`src/rtl/adder_mw_seq.sv`:
```
// Multi-word add/sub sequencer driving one external WIDTH-bit adder.
// Slices operands LS word first, chains the carry and assembles the result.
module adder_mw_seq #(
  parameter int WIDTH = 32,
  parameter int WORDS = 4,
  parameter int LW    = $clog2(WORDS) + 1
) (
  input  logic                   i_clk,
  input  logic                   i_rst,
  input  logic                   i_req_valid,
  output logic                   o_req_ready,
  input  logic                   i_req_sub,
  input  logic [LW-1:0]          i_req_len,
  input  logic [WIDTH*WORDS-1:0] i_req_a,
  input  logic [WIDTH*WORDS-1:0] i_req_b,
  output logic [WIDTH-1:0]       o_add_a,
  output logic [WIDTH-1:0]       o_add_b,
  output logic                   o_add_c,
  input  logic [WIDTH-1:0]       i_add_sum,
  input  logic                   i_add_carry,
  output logic                   o_res_valid,
  input  logic                   i_res_ready,
  output logic [WIDTH*WORDS-1:0] o_res,
  output logic                   o_res_carry,
  output logic                   o_busy
);

  typedef enum logic [1:0] {
    IDLE,
    RUN,
    DONE
  } state_t;

  state_t state;
  state_t state_nx;

  logic [WIDTH*WORDS-1:0] a_q;
  logic [WIDTH*WORDS-1:0] b_q;
  logic [WIDTH*WORDS-1:0] res_q;
  logic                   sub_q;
  logic                   carry_q;
  logic                   res_carry_q;
  logic [LW-1:0]          idx_q;
  logic [LW-1:0]          len_q;
  logic [LW-1:0]          len_eff;
  logic                   accept;
  logic                   last;
  logic [WIDTH-1:0]       a_sel;
  logic [WIDTH-1:0]       b_sel;

  // Zero or oversized length requests mean the full operand width.
  always_comb begin
    len_eff = i_req_len;
    if (i_req_len == '0 || i_req_len > LW'(WORDS)) begin
      len_eff = LW'(WORDS);
    end
  end

  assign last = (idx_q == len_q - LW'(1));

  // State register.
  always_ff @(posedge i_clk or posedge i_rst) begin
    if (i_rst) begin
      state <= IDLE;
    end else begin
      state <= state_nx;
    end
  end

  // Next state and handshake outputs.
  always_comb begin
    state_nx    = state;
    o_req_ready = 1'b0;
    o_res_valid = 1'b0;
    o_busy      = 1'b0;
    accept      = 1'b0;
    unique case (state)
      IDLE: begin
        o_req_ready = ~i_rst;
        accept      = i_req_valid & ~i_rst;
        if (accept) begin
          state_nx = RUN;
        end
      end
      RUN: begin
        o_busy = 1'b1;
        if (last) begin
          state_nx = DONE;
        end
      end
      DONE: begin
        o_busy      = 1'b1;
        o_res_valid = 1'b1;
        if (i_res_ready) begin
          state_nx = IDLE;
        end
      end
      default: state_nx = IDLE;
    endcase
  end

  // Select the current word slice; adder inputs idle at zero outside RUN.
  always_comb begin
    a_sel   = '0;
    b_sel   = '0;
    o_add_a = '0;
    o_add_b = '0;
    o_add_c = 1'b0;
    for (int k = 0; k < WORDS; k++) begin
      if (idx_q == LW'(k)) begin
        a_sel = a_q[k*WIDTH +: WIDTH];
        b_sel = b_q[k*WIDTH +: WIDTH];
      end
    end
    if (state == RUN) begin
      o_add_a = a_sel;
      o_add_b = sub_q ? ~b_sel : b_sel;
      o_add_c = carry_q;
    end
  end

  // Operand capture, carry chaining and result assembly.
  always_ff @(posedge i_clk or posedge i_rst) begin
    if (i_rst) begin
      a_q         <= '0;
      b_q         <= '0;
      res_q       <= '0;
      sub_q       <= 1'b0;
      carry_q     <= 1'b0;
      res_carry_q <= 1'b0;
      idx_q       <= '0;
      len_q       <= '0;
    end else if (accept) begin
      a_q         <= i_req_a;
      b_q         <= i_req_b;
      res_q       <= '0;
      sub_q       <= i_req_sub;
      carry_q     <= i_req_sub;
      res_carry_q <= 1'b0;
      idx_q       <= '0;
      len_q       <= len_eff;
    end else if (state == RUN) begin
      for (int k = 0; k < WORDS; k++) begin
        if (idx_q == LW'(k)) begin
          res_q[k*WIDTH +: WIDTH] <= i_add_sum;
        end
      end
      carry_q <= i_add_carry;
      idx_q   <= idx_q + LW'(1);
      if (last) begin
        res_carry_q <= i_add_carry;
      end
    end
  end

  assign o_res       = res_q;
  assign o_res_carry = res_carry_q;

endmodule

```
`config.mk`:
```
export PLATFORM = sky130hd
export DESIGN_NAME = adder_mw_seq
export DESIGN_NICKNAME = d
export VERILOG_FILES = /design/src/rtl/adder_mw_seq.sv
export SDC_FILE = /design/constraint.sdc
export NUM_CORES = 1
export LEC_CHECK = 0
export CORE_ASPECT_RATIO = 0.6
export CORE_MARGIN = 2
export CORE_UTILIZATION = 30
export CTS_BUF_LIST = sky130_fd_sc_hd__clkbuf_8
export CTS_CLUSTER_SIZE = 16
export DETAILED_ROUTE_END_ITERATION = 10
export GPL_ROUTABILITY_DRIVEN = 1
export PLACE_DENSITY_LB_ADDON = 0.25
export SLEW_MARGIN = 0
export SYNTH_ARGS = -nofsm -noshare
export SYNTH_HDL_FRONTEND = slang
export SYNTH_SLANG_ARGS = --single-unit
```
`constraint.sdc`:
```
create_clock -name i_clk -period 17.2 [get_ports i_clk]
set_clock_uncertainty 0.1 [all_clocks]
set_input_delay 5.16 -clock i_clk [delete_from_list [all_inputs] [get_ports i_clk]]
set_output_delay 5.16 -clock i_clk [all_outputs]
set_load 0.02 [all_outputs]
```
== After elaboration in Yosys (flattened, before gate mapping) ==
Index checks and enable logic that the tools add are counted.
Storage, ports and cells
  bits in registers: 395
  word-level logic and storage cells: 78
  output and inout bits: 197
  input bits: 297
Operators by class
  reductions and logical operators: 17
  muxes and demuxes: 34
  $add $sub $neg: 2
  bitwise operators: 3
  eq/ne operators: 9
  order comparisons: 1
Operators by type and width (count)
  32-bit two-way mux: 15
  128-bit two-way mux: 2
  32-bit inverter: 1
  2-bit nonzero test: 6
  1-bit two-way mux: 10
  2-bit AND reduction: 5
  3-bit two-way mux: 3
  3-bit by 2-bit equality test with 1-bit output (second input constant): 2
  3-bit zero test: 2
  2-bit two-way mux: 3
  2-bit inequality test (second input constant): 3
  2-bit one-hot mux with 3 select lines: 1
  3-bit by 1-bit adder with 3-bit output (second input constant): 1
  3-bit by 1-bit equality test with 1-bit output (second input constant): 1
  3-bit equality test: 1
  3-bit > comparator (second input constant): 1
  3-bit AND reduction: 1
  3-bit by 1-bit subtractor with 3-bit output (second input constant): 1
  2-bit by 1-bit equality test with 1-bit output (second input constant): 1
  2-bit equality test (second input constant): 1
  2-bit zero test: 1
  2-bit OR reduction: 1
  1-bit bitwise AND: 1
  1-bit logical OR: 1
  1-bit inverter: 1

== Longest topological paths before layout ==
  depth after elaboration: 8
  depth in mapped cells: 8
  depth with buffers taken out: 6

== Least setup slack after synthesis ==
OpenSTA, ideal clock, no wires.
  kind: input-to-reg
  start point: in i_rst
  end point: reg res_q[100] (netlist: o_res[100])
  data arrival time: 14.904 ns
  cell stages on the path: 6
  required time: 16.964 ns
  library setup time: 0.136 ns
  setup slack: 2.059 ns
  path through: inv_1 and3_1 buf_2 clkbuf_1 clkbuf_1 a21oi_1
On the way
  cells in the longest elaborated chain, start to end: 5
  elaborated cells on any way between the ends: 7
  those cells by class: 2 x mux; 2 x bitwise; 3 x reduce/logical
RTL lines
  start: declaration: line 9  | input logic i_rst,
  1-bit inverter *: line 80  | accept = i_req_valid & ~i_rst;
  1-bit bitwise AND *: line 80
  1-bit two-way mux *: line 77  | unique case (state)
  2-bit nonzero test (no line)
  2-bit AND reduction (no line)
  end signal: indexed assignment: line 145  | res_q[k*WIDTH +: WIDTH] <= i_add_sum;
  end: declaration: line 39  | logic [WIDTH*WORDS-1:0] res_q;
Every way passes the cells marked *; elsewhere a longest branch is shown, timed or not.
A chain may end at the register's enable or synchronous reset.

== Worst setup path in the final report ==
  start point: in i_rst
  end point: out o_req_ready
On the way
  cells in the longest elaborated chain, start to end: 2
RTL lines
  1-bit inverter: line 79  | o_req_ready = ~i_rst;
  1-bit two-way mux: line 77
  end: declaration: line 11  | output logic o_req_ready,
Every way passes these cells.

==> summary.txt <==
Critical path
  • Type of the worst setup path: in -> out
  • Worst-path fanout max: 3
  • Req. time, crit path: 11940 ps
  • Startpoint Class: primary input
  • Reg2Reg Setup Slack: ~14000 ps
  • CP arrival: ~6500 ps
  • CP Capture Type: output pin

Power
  • Pint: between 2000 and 3000 uW
  • Total power: ~4400 uW
  • Comb pwr share: 0.459
  • Switch Pwr: between 1500 and 2000 uW
  • Lkg Pwr: between 0.01 and 0.015 uW
  • Peak supply drop: approximately 0.00008 V
  • Net Sw Frac: 0.4071
  • Sequential power share: 0.357
  • Clock network power share: 0.184
  • P per Cell Area: around 180 nW/um2

CTS
  • Clock Root Buffer: clkbuf_8
  • # Post-CTS Setup Buffers: 0
  • # clock sinks: slightly below 400
  • Htree depth: 3
  • Hold-fix buffers, CTS: 0
  • Worst-Skew Late Latency: about 660 ps
  • Clock Pin Slew Worst Setup and Hold Paths: approximately 60 ps
  • TritonCTS Buffers: 67
  • Clock Path Buffers: 3
  • Post_cts resized: 0
  • CTS tree: built

Drt
  • Highest layer used for signal routing: met5
  • Detail Route Antenna Nets: 0
  • WL met1: 27.70 mm
  • Detailed-route wire length per cell: 19.08 um
  • First-pass iteration count of the detailed router: 5
  • Met2 Wirelength: 28.49 mm
  • Met3 wire length: between 4 and 5 mm
  • Final wirelength: between 60 and 70 mm
  • Via count: around 16000
  • Post-route DRC: 0
  • Vias/cell: around 4.8
  • Iter 0 DRT Violations: 1291

Yosys
  • Synth top cells by count: nand2_1, dfrtp_1, a21oi_1
  • Syn avg cell area: ~8.7 um2
  • Post-synth top flop: dfrtp_1
  • Yosys warnings: 0
  • Async set-reset flop share out of synthesis: 1.000
  • Synth top area share: 0.5628
  • Cell with the most instances after synthesis: nand2_1
  • Yosys cell types: 32
  • Synth Instances: just over 2000
  • Post-synth EDFFs: 0
  • Ranking of synthesized cells by area: dfrtp_1, nand2_1, a21oi_1
  • Post-synth net total: about 2300
  • Seq/Total Area, Yosys: 0.5628
  • #FFs+latches synth: 395
  • Post-Syn Area: ~18000 um2
  • Yosys top cell by area: dfrtp_1

Global routing
  • Largest net degree at the start of global routing: 226
  • First-pass GRT wire length: ~95 mm
  • Gr usage total: 0.2037
  • Vias in the first global route: between 15000 and 20000
  • Initial antenna violation count: 8
  • Overflow after GRT: 0

Timing
  • Hold Vio Cnt, Final: 0
  • Final setup margin: 5483 ps
  • Setup-failing EPs final: 0
  • Fin crit share: 0.6812
  • Fin. max-slew vios: 0
  • Slew @ Worst Pin: roughly 1100 ps
  • Max Fclk: between 80 and 90 MHz
  • Worst relative slew slack: 0.2526
  • Fin crit period: 11720 ps
  • Sum Neg Setup Slack: 0 ps
  • Unrepaired setup endpoints after global routing: no

Floorplan
  • Site row count: 68
  • Core area: roughly 58000 um2
  • Starting Density: 0.3044
  • Die ar.: about 61000 um2
  • IO Count: roughly 490
  • Die width: 316.4 um
  • Die Y: between 150 and 200 um

Min path
  • HP Class: reg -> reg

Layout
  • Finished Core Util: 0.4207
  • Layout area overhead: 38.17%
  • Post-layout net count: 2760
  • Share of layout cells above drive strength 1: 0.04604

Outcome
  • Status: finished clean

Place
  • Gpl congestion: 0.8161
  • Place WS: 5475 ps
  • Detailed placement HPWL: 39.51 mm
  • IO Port Bufs: 493

Job
  • Max Cap Viol: 0
-- routing by layer --
layer,global-route usage,vias to the layer above
li1,-,7433
met1,0.2779,7711
met2,0.3105,542
met3,0.06227,111
met4,0.06041,8
met5,0,-
-- critical path, cell delays in order --
cell and delay (ps):
clkdlybuf4s50_1 520, nor2b_1 160, clkdlybuf4s50_1 610
-- area by class of cell --
cell class / instances / area, um2
inverters: 12 / 52.55
multi-input cells: 1468 / 7054
clock inverters: 42 / 216.5
flip-flops and latches: 395 / 9884
repair buffers: 508 / 5072
clock buffers: 73 / 1005
well taps: 770 / 963.4
diodes: 7 / 17.52
fillers: 5675 / 33420
-- registers in the layout, indices dropped and copies added, names as in the netlist --
name,flops
a_q,128
b_q,128
o_res,128
idx_q,3
len_q,3
state,2
carry_q,1
o_res_carry,1
sub_q,1
-- through the flow --
stage	hold slack, ps	instances	instance area [um2]
after floorplan	336.9	2027	17560
after global placement	348.5	3153	23030
after detailed placement	355.2	3153	23030
after CTS	368.4	3268	24250
after global routing	386.5	3270	24250
final	364.8	3275	24270
-- placed cells by master, fill, tap and decap left out, drive strengths merged, types with 2 or more instances in the layout --
master and count:
diode 7, and2 6, ha 11, a21oi 129, dfrtp 395, xor2 2, clkdlybuf4s50 493, clkinvlp 5
clkbuf 73, mux2i 35, a221o 64, buf 15, nand2b 66, nor2b 3, a32oi 64, clkinv 6
inv 42, o21ai 6, nand3 2, nor2 35, nand2 1034, nand3b 2
-- cells by family (layout without fill, tap and decap cells) --
kind of cell,count (synthesis),after routing,share of synthesized area
other,0,7,0
xor gates and xnor gates,4,4,0.002779
DFF,395,395,0.5628
adders and majority gates,11,11,0.007837
buffers and inverters,164,635,0.04011
and+or+nand+nor,1150,1150,0.2573
muxes,35,35,0.01995
AOI/OAI and AO/OA,268,268,0.1091
-- power by group through the flow --
stage | Sequential [uW] | Clock (uW) | Combinational (uW)
2_1_floorplan | 1650 | 0 | 1130
3_3_place_gp | 1570 | 0 | 2000
3_5_place_dp | 1580 | 0 | 2030
4_1_cts | 1570 | 833 | 2040
5_1_grt | 1620 | 879 | 2200
6_report | 1570 | 807 | 2020
-- final timing paths --
| check | from | to | cells after the start |
|---|---|---|---|
| worst max-delay path | i_rst | o_req_ready | 3 |
| worst min-delay path | b_q[67]$_DFFE_PP0P_ | b_q[67]$_DFFE_PP0P_ | 2 |
| worst max register to register | state[0]$_DFFE_PP0P_ | b_q[95]$_DFFE_PP0P_ | 6 |
| worst min register to register | b_q[67]$_DFFE_PP0P_ | b_q[67]$_DFFE_PP0P_ | 2 |
| max in group asynchronous | i_rst | o_res[12]$_DFFE_PP0P_ | 3 |
| min in group asynchronous | i_rst | o_res[67]$_DFFE_PP0P_ | 2 |
No activity file was read; power rests on OpenSTA's default activity.
